<file path="config.mk">
export PLATFORM = sky130hd
export DESIGN_NAME = mio_arb
export DESIGN_NICKNAME = d
export VERILOG_FILES = /design/src/rtl/mio_arb.sv
export SDC_FILE = /design/constraint.sdc
export NUM_CORES = 1
export LEC_CHECK = 0
export ABC_AREA = 1
export CAP_MARGIN = 30
export CORE_AREA = 2 2 124 126
export CTS_CLUSTER_DIAMETER = 150
export DETAILED_ROUTE_END_ITERATION = 12
export DIE_AREA = 0 0 126 128
export PLACE_DENSITY = 0.75
export SLEW_MARGIN = 20
export SYNTH_ARGS = -nofsm -noshare
export SYNTH_HDL_FRONTEND = slang
export SYNTH_SLANG_ARGS = --single-unit
</file>
<file path="constraint.sdc">
create_clock -name clk_in -period 2.12 [get_ports clk_in]
set_clock_uncertainty 0.05 [all_clocks]
set_input_delay 0.53 -clock clk_in [delete_from_list [all_inputs] [get_ports clk_in]]
set_output_delay 0.53 -clock clk_in [all_outputs]
set_load 0.02 [all_outputs]
</file>
<file path="src/rtl/mio_arb.sv">
`default_nettype none
// ============================================================================
// Module   : mio_arb
// Purpose  : Two-requester memory/IO arbiter. Grants one requester at a time,
//            checks the request for legality, forwards legal requests to the
//            downstream L1D/IO port and returns the completion (ack, load data,
//            error) to the granted requester only.
// Ports    : clk_in, reset_n_in            clock, async active-low reset
//            r0_*/r1_* inputs              request, rd/wr, addr, wdata, size,
//                                          zero_ext per requester
//            r0_*/r1_* outputs             ack pulse, rd_data, err
//            m_req, m_rd, m_wr, m_rw_addr,
//            m_wr_data, m_size, m_zero_ext downstream request (registered)
//            m_ack, m_rd_data              downstream completion
//            busy, grant_id                status
// Config   : `define MIO_ARB_TIMEOUT_EN to abort an ISSUE that receives no
//            m_ack within TIMEOUT_CYC cycles (completes with err=1).
// Revision : 1.0 - initial release
// ============================================================================
module mio_arb #(
    parameter int TIMEOUT_CYC = 255
) (
    input  logic        clk_in,
    input  logic        reset_n_in,
    // requester 0
    input  logic        r0_req,
    input  logic        r0_rd,
    input  logic        r0_wr,
    input  logic [31:0] r0_rw_addr,
    input  logic [31:0] r0_wr_data,
    input  logic [2:0]  r0_size,
    input  logic        r0_zero_ext,
    output logic        r0_ack,
    output logic [31:0] r0_rd_data,
    output logic        r0_err,
    // requester 1
    input  logic        r1_req,
    input  logic        r1_rd,
    input  logic        r1_wr,
    input  logic [31:0] r1_rw_addr,
    input  logic [31:0] r1_wr_data,
    input  logic [2:0]  r1_size,
    input  logic        r1_zero_ext,
    output logic        r1_ack,
    output logic [31:0] r1_rd_data,
    output logic        r1_err,
    // downstream
    output logic        m_req,
    output logic        m_rd,
    output logic        m_wr,
    output logic [31:0] m_rw_addr,
    output logic [31:0] m_wr_data,
    output logic [2:0]  m_size,
    output logic        m_zero_ext,
    input  logic        m_ack,
    input  logic [31:0] m_rd_data,
    // status
    output logic        busy,
    output logic        grant_id
);

    localparam logic [1:0] c_IDLE  = 2'd0;
    localparam logic [1:0] c_ISSUE = 2'd1;
    localparam logic [1:0] c_RESP  = 2'd2;

    // Catch an out-of-range timeout at elaboration rather than silently
    // truncating it into the 10-bit counter compare.
    if (TIMEOUT_CYC < 1 || TIMEOUT_CYC > 1023) begin : g_bad_timeout
        $error("mio_arb: TIMEOUT_CYC must be in 1..1023");
    end

    logic [1:0]  r_state;
    logic [1:0]  w_state_nxt;
    logic        r_last;      // requester granted most recently
    logic        r_grant;
    logic        r_m_rd;
    logic        r_m_wr;
    logic [31:0] r_addr;
    logic [31:0] r_wdata;
    logic [2:0]  r_size;
    logic        r_zext;
    logic [31:0] r_rdata;
    logic        r_err;

`ifdef MIO_ARB_TIMEOUT_EN
    localparam logic [9:0] c_TIMEOUT_LAST = 10'(TIMEOUT_CYC - 1);
    logic [9:0]  r_cnt;
    logic        w_timeout;
    assign w_timeout = (r_cnt == c_TIMEOUT_LAST);
`endif

    // ------------------------------------------------------------------
    // Arbitration and request selection
    // ------------------------------------------------------------------
    logic        w_any;
    logic        w_winner;
    logic        w_sel_rd;
    logic        w_sel_wr;
    logic [31:0] w_sel_addr;
    logic [31:0] w_sel_wdata;
    logic [2:0]  w_sel_size;
    logic        w_sel_zext;
    logic        w_aligned;
    logic        w_valid;

    assign w_any = r0_req | r1_req;
    // On a tie the requester that did not win last time gets the bus.
    assign w_winner = (r0_req & r1_req) ? ~r_last : r1_req;

    always_comb begin
        w_sel_rd    = r0_rd;
        w_sel_wr    = r0_wr;
        w_sel_addr  = r0_rw_addr;
        w_sel_wdata = r0_wr_data;
        w_sel_size  = r0_size;
        w_sel_zext  = r0_zero_ext;
        if (w_winner) begin
            w_sel_rd    = r1_rd;
            w_sel_wr    = r1_wr;
            w_sel_addr  = r1_rw_addr;
            w_sel_wdata = r1_wr_data;
            w_sel_size  = r1_size;
            w_sel_zext  = r1_zero_ext;
        end
    end

    // Sizes other than 1/2/4 bytes are illegal and reported as misaligned.
    always_comb begin
        w_aligned = 1'b0;
        case (w_sel_size)
            3'd1:    w_aligned = 1'b1;
            3'd2:    w_aligned = ~w_sel_addr[0];
            3'd4:    w_aligned = (w_sel_addr[1:0] == 2'b00);
            default: w_aligned = 1'b0;
        endcase
    end

    assign w_valid = (w_sel_rd != w_sel_wr) & w_aligned;

    // ------------------------------------------------------------------
    // FSM
    // ------------------------------------------------------------------
    always_ff @(posedge clk_in or negedge reset_n_in) begin
        if (!reset_n_in) begin
            r_state <= c_IDLE;
        end else begin
            r_state <= w_state_nxt;
        end
    end

    always_comb begin
        w_state_nxt = r_state;
        case (r_state)
            c_IDLE: begin
                if (w_any) begin
                    w_state_nxt = w_valid ? c_ISSUE : c_RESP;
                end
            end
            c_ISSUE: begin
                if (m_ack) begin
                    w_state_nxt = c_RESP;
                end
`ifdef MIO_ARB_TIMEOUT_EN
                else if (w_timeout) begin
                    w_state_nxt = c_RESP;
                end
`endif
            end
            c_RESP:  w_state_nxt = c_IDLE;
            default: w_state_nxt = c_IDLE;
        endcase
    end

    // ------------------------------------------------------------------
    // Request / response registers
    // ------------------------------------------------------------------
    always_ff @(posedge clk_in or negedge reset_n_in) begin
        if (!reset_n_in) begin
            r_last  <= 1'b1;   // r0 wins the first tie
            r_grant <= 1'b0;
            r_m_rd  <= 1'b0;
            r_m_wr  <= 1'b0;
            r_addr  <= '0;
            r_wdata <= '0;
            r_size  <= '0;
            r_zext  <= 1'b0;
            r_rdata <= '0;
            r_err   <= 1'b0;
        end else begin
            case (r_state)
                c_IDLE: begin
                    if (w_any) begin
                        r_grant <= w_winner;
                        r_last  <= w_winner;
                        r_m_rd  <= w_sel_rd;
                        r_m_wr  <= w_sel_wr;
                        r_addr  <= w_sel_addr;
                        r_wdata <= w_sel_wdata;
                        r_size  <= w_sel_size;
                        r_zext  <= w_sel_zext;
                        r_rdata <= '0;
                        r_err   <= ~w_valid;
                    end
                end
                c_ISSUE: begin
                    if (m_ack) begin
                        r_rdata <= r_m_wr ? 32'd0 : m_rd_data;
                        r_err   <= 1'b0;
                    end
`ifdef MIO_ARB_TIMEOUT_EN
                    else if (w_timeout) begin
                        r_rdata <= '0;
                        r_err   <= 1'b1;
                    end
`endif
                end
                default: ;
            endcase
        end
    end

`ifdef MIO_ARB_TIMEOUT_EN
    always_ff @(posedge clk_in or negedge reset_n_in) begin
        if (!reset_n_in) begin
            r_cnt <= '0;
        end else if (r_state == c_ISSUE) begin
            r_cnt <= r_cnt + 10'd1;
        end else begin
            r_cnt <= '0;
        end
    end
`endif

    // ------------------------------------------------------------------
    // Outputs
    // ------------------------------------------------------------------
    logic w_resp;
    assign w_resp = (r_state == c_RESP);

    assign m_req      = (r_state == c_ISSUE);
    assign m_rd       = r_m_rd;
    assign m_wr       = r_m_wr;
    assign m_rw_addr  = r_addr;
    assign m_wr_data  = r_wdata;
    assign m_size     = r_size;
    assign m_zero_ext = r_zext;

    assign busy     = (r_state != c_IDLE);
    assign grant_id = r_grant;

    // Only the granted requester ever sees non-zero response outputs.
    assign r0_ack     = w_resp & ~r_grant;
    assign r0_rd_data = r0_ack ? r_rdata : 32'd0;
    assign r0_err     = r0_ack & r_err;
    assign r1_ack     = w_resp & r_grant;
    assign r1_rd_data = r1_ack ? r_rdata : 32'd0;
    assign r1_err     = r1_ack & r_err;

endmodule
`default_nettype wire

</file>
Word level (Yosys, flattened, before mapping)
Cells that the tools add are included.
Widths: inputs -> output; s select.
- divide/modulo/power cells: 0
- add/subtract/negate cells: 0
- bitwise logic cells: 11
- muxes and demuxes: 21
- eq/ne operators: 8
- $mul: 0
- reductions and logical operators: 7
- order comparisons: 0
- shifts and indexed selects: 0
- operator list (cell ; count):
    $mux 32 ; 7
    $pmux 32 s2 ; 1
    $and 1x1->1 ; 6
    $mux 1 ; 6
    $mux 2 ; 3
    $logic_not 2->1 ; 2
    $not 1->1 ; 4
    $pmux 2 s2 ; 1
    $reduce_and 2->1 ; 2
    $reduce_bool 2->1 ; 2
    $eq 3x1->1 const B ; 1
    $eq 3x2->1 const B ; 1
    $eq 3x3->1 const B ; 1
    $mux 3 ; 1
    $pmux 1 s3 ; 1
    $reduce_and 3->1 ; 1
    $eq 2x1->1 const B ; 1
    $eq 2x2->1 const B ; 1
    $ne 2x1->1 const B ; 1
    $ne 2x2->1 const B ; 1
    $pmux 1 s2 ; 1
    $ne 1x1->1 ; 1
    $or 1x1->1 ; 1
- latch bits: 0
- word-level logic and storage cells: 58
- input bits: 177
- output and inout port bits: 141
- memories: 0
- bits in registers: 107
- bits in writable memories: 0
- memory bits (read-only): 0

Longest topological paths before layout
- depth in word-level cells: 9
- mapped depth: 12
- gate-level depth less buffers: 12

Worst setup path before layout
Ideal clock, no wire load.
- path kind: register to output
- start point: register r_grant (netlist: grant_id)
- end point: output r1_rd_data[10]
- arrival: 1.784 ns
- buffers on the path: 1
- setup slack: -0.244 ns
- required time: 1.540 ns
- stages on the path, launching flop included: 6
- path through: dfrtp_1 inv_1 nor3_1 inv_1 clkbuf_1 nor2_1
- word-level cells in the longest chain between the ends: 2
- ends and longest elaborated chain (element ; line ; source):
    start, declared ; 75 ; logic r_grant;
    start signal, assigned ; 193 ; r_grant <= w_winner;
    $and 1x1->1 ; 255 ; assign r1_ack = w_resp & r_grant;
    net r1_ack ; 44 ; output logic r1_ack,
    $mux 32 ; 256 ; assign r1_rd_data = r1_ack ? r_rdata : 32'd0;
    end, declared ; 45 ; output logic [31:0] r1_rd_data,
The timed path passes the listed nets, and every way through them passes these cells.

Worst setup path after layout
- start point: register r_state[0]
- end point: output r1_rd_data[26]
- word-level cells in the longest chain between the ends: 3
- ends and longest elaborated chain (element ; line ; source):
    start, declared ; 72 ; logic [1:0] r_state;
    start signal, assigned ; 145 ; r_state <= c_IDLE;
    start signal, assigned ; 147 ; r_state <= w_state_nxt;
    $eq 2x2->1 ; 238 ; assign w_resp = (r_state == c_RESP);
    $and 1x1->1 ; 255 ;
    $mux 32 ; 256 ;
No other way between the ends.

==> flow_metrics.env <==
export IMPL_yosysTopAreaCell="dfrtp_1"
export IMPL_ioPinCount=318
export IMPL_crit_slowest_cell="dfrtp_1"
export IMPL_synth_mux_area_share_pct=0
export IMPL_synthTopCellsByArea="dfrtp_1 52%, o21ai_0 15%, nor2_1 9.7%, nand2_1 6.9%, nand3_1 3.7%"
export IMPL_grt_pass1_wl_mm=27.45
export IMPL_timing_final_ws_setup_ns=-0.0005506
export IMPL_worst_hold_path_type="in -> async"
export IMPL_gr_total_overflow=0
export IMPL_cp_max_fo=8
export IMPL_die_w_microns=126
export IMPL_gp_congestion=0.8264
export IMPL_grt_util_all_layers_pct=21.44
export IMPL_multi_input_area_sq_mm=0.002171
export IMPL_leakage_uw=0.003835
export IMPL_avgSynthCellArea_sq_um=7.859
export IMPL_worstMarginPinSlew_ns=0.5880
export IMPL_area_growth_pct=77.29
export IMPL_fin_util_pct=60.65
export IMPL_cts_root_buf="clkbuf_16"
export IMPL_coreArea_sq_mm=0.01486
export IMPL_fin_tns_setup_ns=-0.0005506
export IMPL_clk_path_buf_depth=2
export IMPL_synth_compound_area_share_pct=17.05
export IMPL_swShare_pct=41.53
export IMPL_insertion_delay_ns=0.35
export IMPL_internal_power_uw=6160
export IMPL_num_vias=5486
export IMPL_finalHoldViolations=0
export IMPL_path_cells="nor3_2, inv_2, clkbuf_16, nor2_4, buf_6"
export IMPL_final_period_utilization_pct=100.0
export IMPL_syn_num_nets=824
export IMPL_grt_pass1_vias=5183
export IMPL_drtIter0Drc=239
export IMPL_yosysTopAreaCellShare_pct=52.17
export IMPL_die_y_microns=128
export IMPL_failed_checks="negative setup slack"
export IMPL_nets=1138
export IMPL_drtAntennaViolNets=0
export IMPL_fin_crit_ns=2.121
export IMPL_drt_pass1_iterations=5
export IMPL_cts_sink_count=107
export IMPL_slew_headroom_pct=60.80
export IMPL_critPathCaptureType="primary output"
export IMPL_synth_area_sq_mm=0.005085
export IMPL_ys_seq_area_share_pct=52.68
export IMPL_synth_seq_cells=107
export IMPL_fmax_mhz=471.6
export IMPL_post_route_cell_area_sq_mm=0.009015
export IMPL_syn_inst=647
export IMPL_drv_slew=0
export IMPL_rsz0062_at_grt="true"
export IMPL_p_per_area_mw_per_mm2=1169
export IMPL_fill_cells=1323
export IMPL_htree_num_levels=3
export IMPL_synth_fa_ha_area_share_pct=0
export IMPL_crit_type="reg -> out"
export IMPL_clk_pin_slew_ns=0.07
export IMPL_timing_hold_ws_ns=0.1925
export IMPL_max_stage_delay_ns=0.41
export IMPL_initial_utilization_pct=34.21
export IMPL_fin_cells=1153
export IMPL_std_cell_rows=45
export IMPL_grt_max_degree=108
export IMPL_dp_cells=1135
export IMPL_ir_drop_mv=0.7394
export IMPL_p_clk_share_pct=14.8
export IMPL_yosys_warnings=0
export IMPL_worstSetupStartpointType="flip-flop"
export IMPL_arrival_ns=1.54
export IMPL_hpwlAfterDp_mm=12.62
export IMPL_vias_per_cell=4.758
export IMPL_routed_wl_mm=18.24
export IMPL_synth_top_family_by_area="simple AND/OR/NAND/NOR gates"
export IMPL_cts_buffers=9
export IMPL_dieArea_sq_mm=0.01613
export IMPL_power_frac_seq_pct=31.0
export IMPL_crit_required_ns=1.54
export IMPL_drive_gt1_share_pct=16.89
export IMPL_p_sw_uw=4376
export IMPL_cts_tree="built"
export IMPL_setup_viol=1
export IMPL_antenna_found_initial=0
export IMPL_drcViolationCount=0
export IMPL_yosys_area_share_simple_pct=22.17
export IMPL_drv_cap=0
export IMPL_comb_power_share_pct=54.2
export IMPL_regArea_sq_mm=0.002679
export IMPL_antenna_cells=0
export IMPL_wl_per_cell_microns=15.82
export IMPL_ys_types=24
export IMPL_synth_xor_area_share_pct=0.1722
export IMPL_placed_area_sq_mm=0.008620
export IMPL_port_buffers=317
export IMPL_status="complete, but fails checks"
[per-stage QoR]
step	power, uW	setup WS [ns]
2_1_floorplan	5976	-0.02017
3_3_place_gp	8763	-0.05994
3_5_place_dp	8833	-0.06108
4_1_cts	10380	0.01261
5_1_grt	11220	-0.09440
6_report	10540	-0.0005506
[path summary, 6_finish.rpt]
check / start / end / slack [ns] / cells past startpoint
setup / recovery: r_state[0] / r1_rd_data[26] / -0.0006 / 5
hold / removal: reset_n_in / m_wr_data[16] / 0.19 / 2
setup reg to reg: r_state[1] / m_rw_addr[28] / 0.39 / 8
hold reg to reg: m_rw_addr[17] / m_rw_addr[17] / 0.44 / 2
max in group asynchronous: reset_n_in / m_rw_addr[15] / 1.37 / 2
min in group clk_in: m_rw_addr[17] / m_rw_addr[17] / 0.44 / 2
[worst max-delay path: cells and delay by family (launching register included)]
| kind | cells | cell delay [ns] |
|---|---|---|
| flops | 1 | 0.41 |
| buf+inv | 3 | 0.45 |
| simple gates | 2 | 0.33 |
[registers in the layout (all words and copies together) (netlist names), 2 cells and up]
signal     count
m_size         3
m_rw_addr     32
r_rdata       32
m_wr_data     32
r_state        2
[metal layers]
layer / wire length [microns] / track usage, %
met5: 0 / 0
met3: 1551 / 6.803
met1: 7275 / 26.16
met2: 9068 / 36.31
met4: 347 / 6.787
[kinds of logic after synthesis]
family,after synthesis
xor+xnor,1
compound gates,170
simple gates,275
buf+inv,94
flops,107
[power groups by stage]
stage               registers, uW  logic, uW  clock network (uW)
floorplan                    4100       1870                   0
global placement             3260       5500                   0
detailed placement           3280       5560                   0
CTS                          3270       5510                1600
global route                 3370       6200                1660
finish                       3270       5710                1560
[area by class of cell]
type                            instances  share of cell area, %
Clock buffer                           12                  2.734
Clock inverter                          3                 0.1666
Inverter                               49                  2.040
Multi-Input combinational cell        446                  24.08
Sequential cell                       107                  29.72
Tap cell                              188                  2.609
Timing Repair Buffer                  348                  38.65
[repair_timing]
item | CTS | global route
cloned | 0 | 2
pin swaps | 0 | 0
setup buffers | 0 | 1
resized for setup | 268 | 146
hold buffers | 0 | 0
endpoints found under the setup margin | 70 | 66
[cell usage in the layout, fill, tap and decap left out, types with 2 or more instances in the layout]
cell	n
clkdlybuf4s50_1	246
o21ai_0	153
dfrtp_1	106
nor2_1	96
nand2_1	93
buf_4	61
inv_1	45
nand3_1	38
nor2_2	26
buf_6	26
o21ai_1	14
nor2_4	13
buf_12	11
clkbuf_16	10
inv_2	3
nand3b_1	3
clkinv_2	3
dlygate4sd2_1	3
nor3_2	2
nand2_2	2
clkbuf_1	2
[cells in the mapped netlist (all sizes together)]
cell,number
nand3,38
dfrtp,106
nor2,135
dfstp,1
inv,48
o21ai,169
clkbuf,21
buf,24
clkinv,1
nand2,97
nand3b,3
a31oi,1
xor2,1
nor3,2
(Power assumes the default switching activity.)
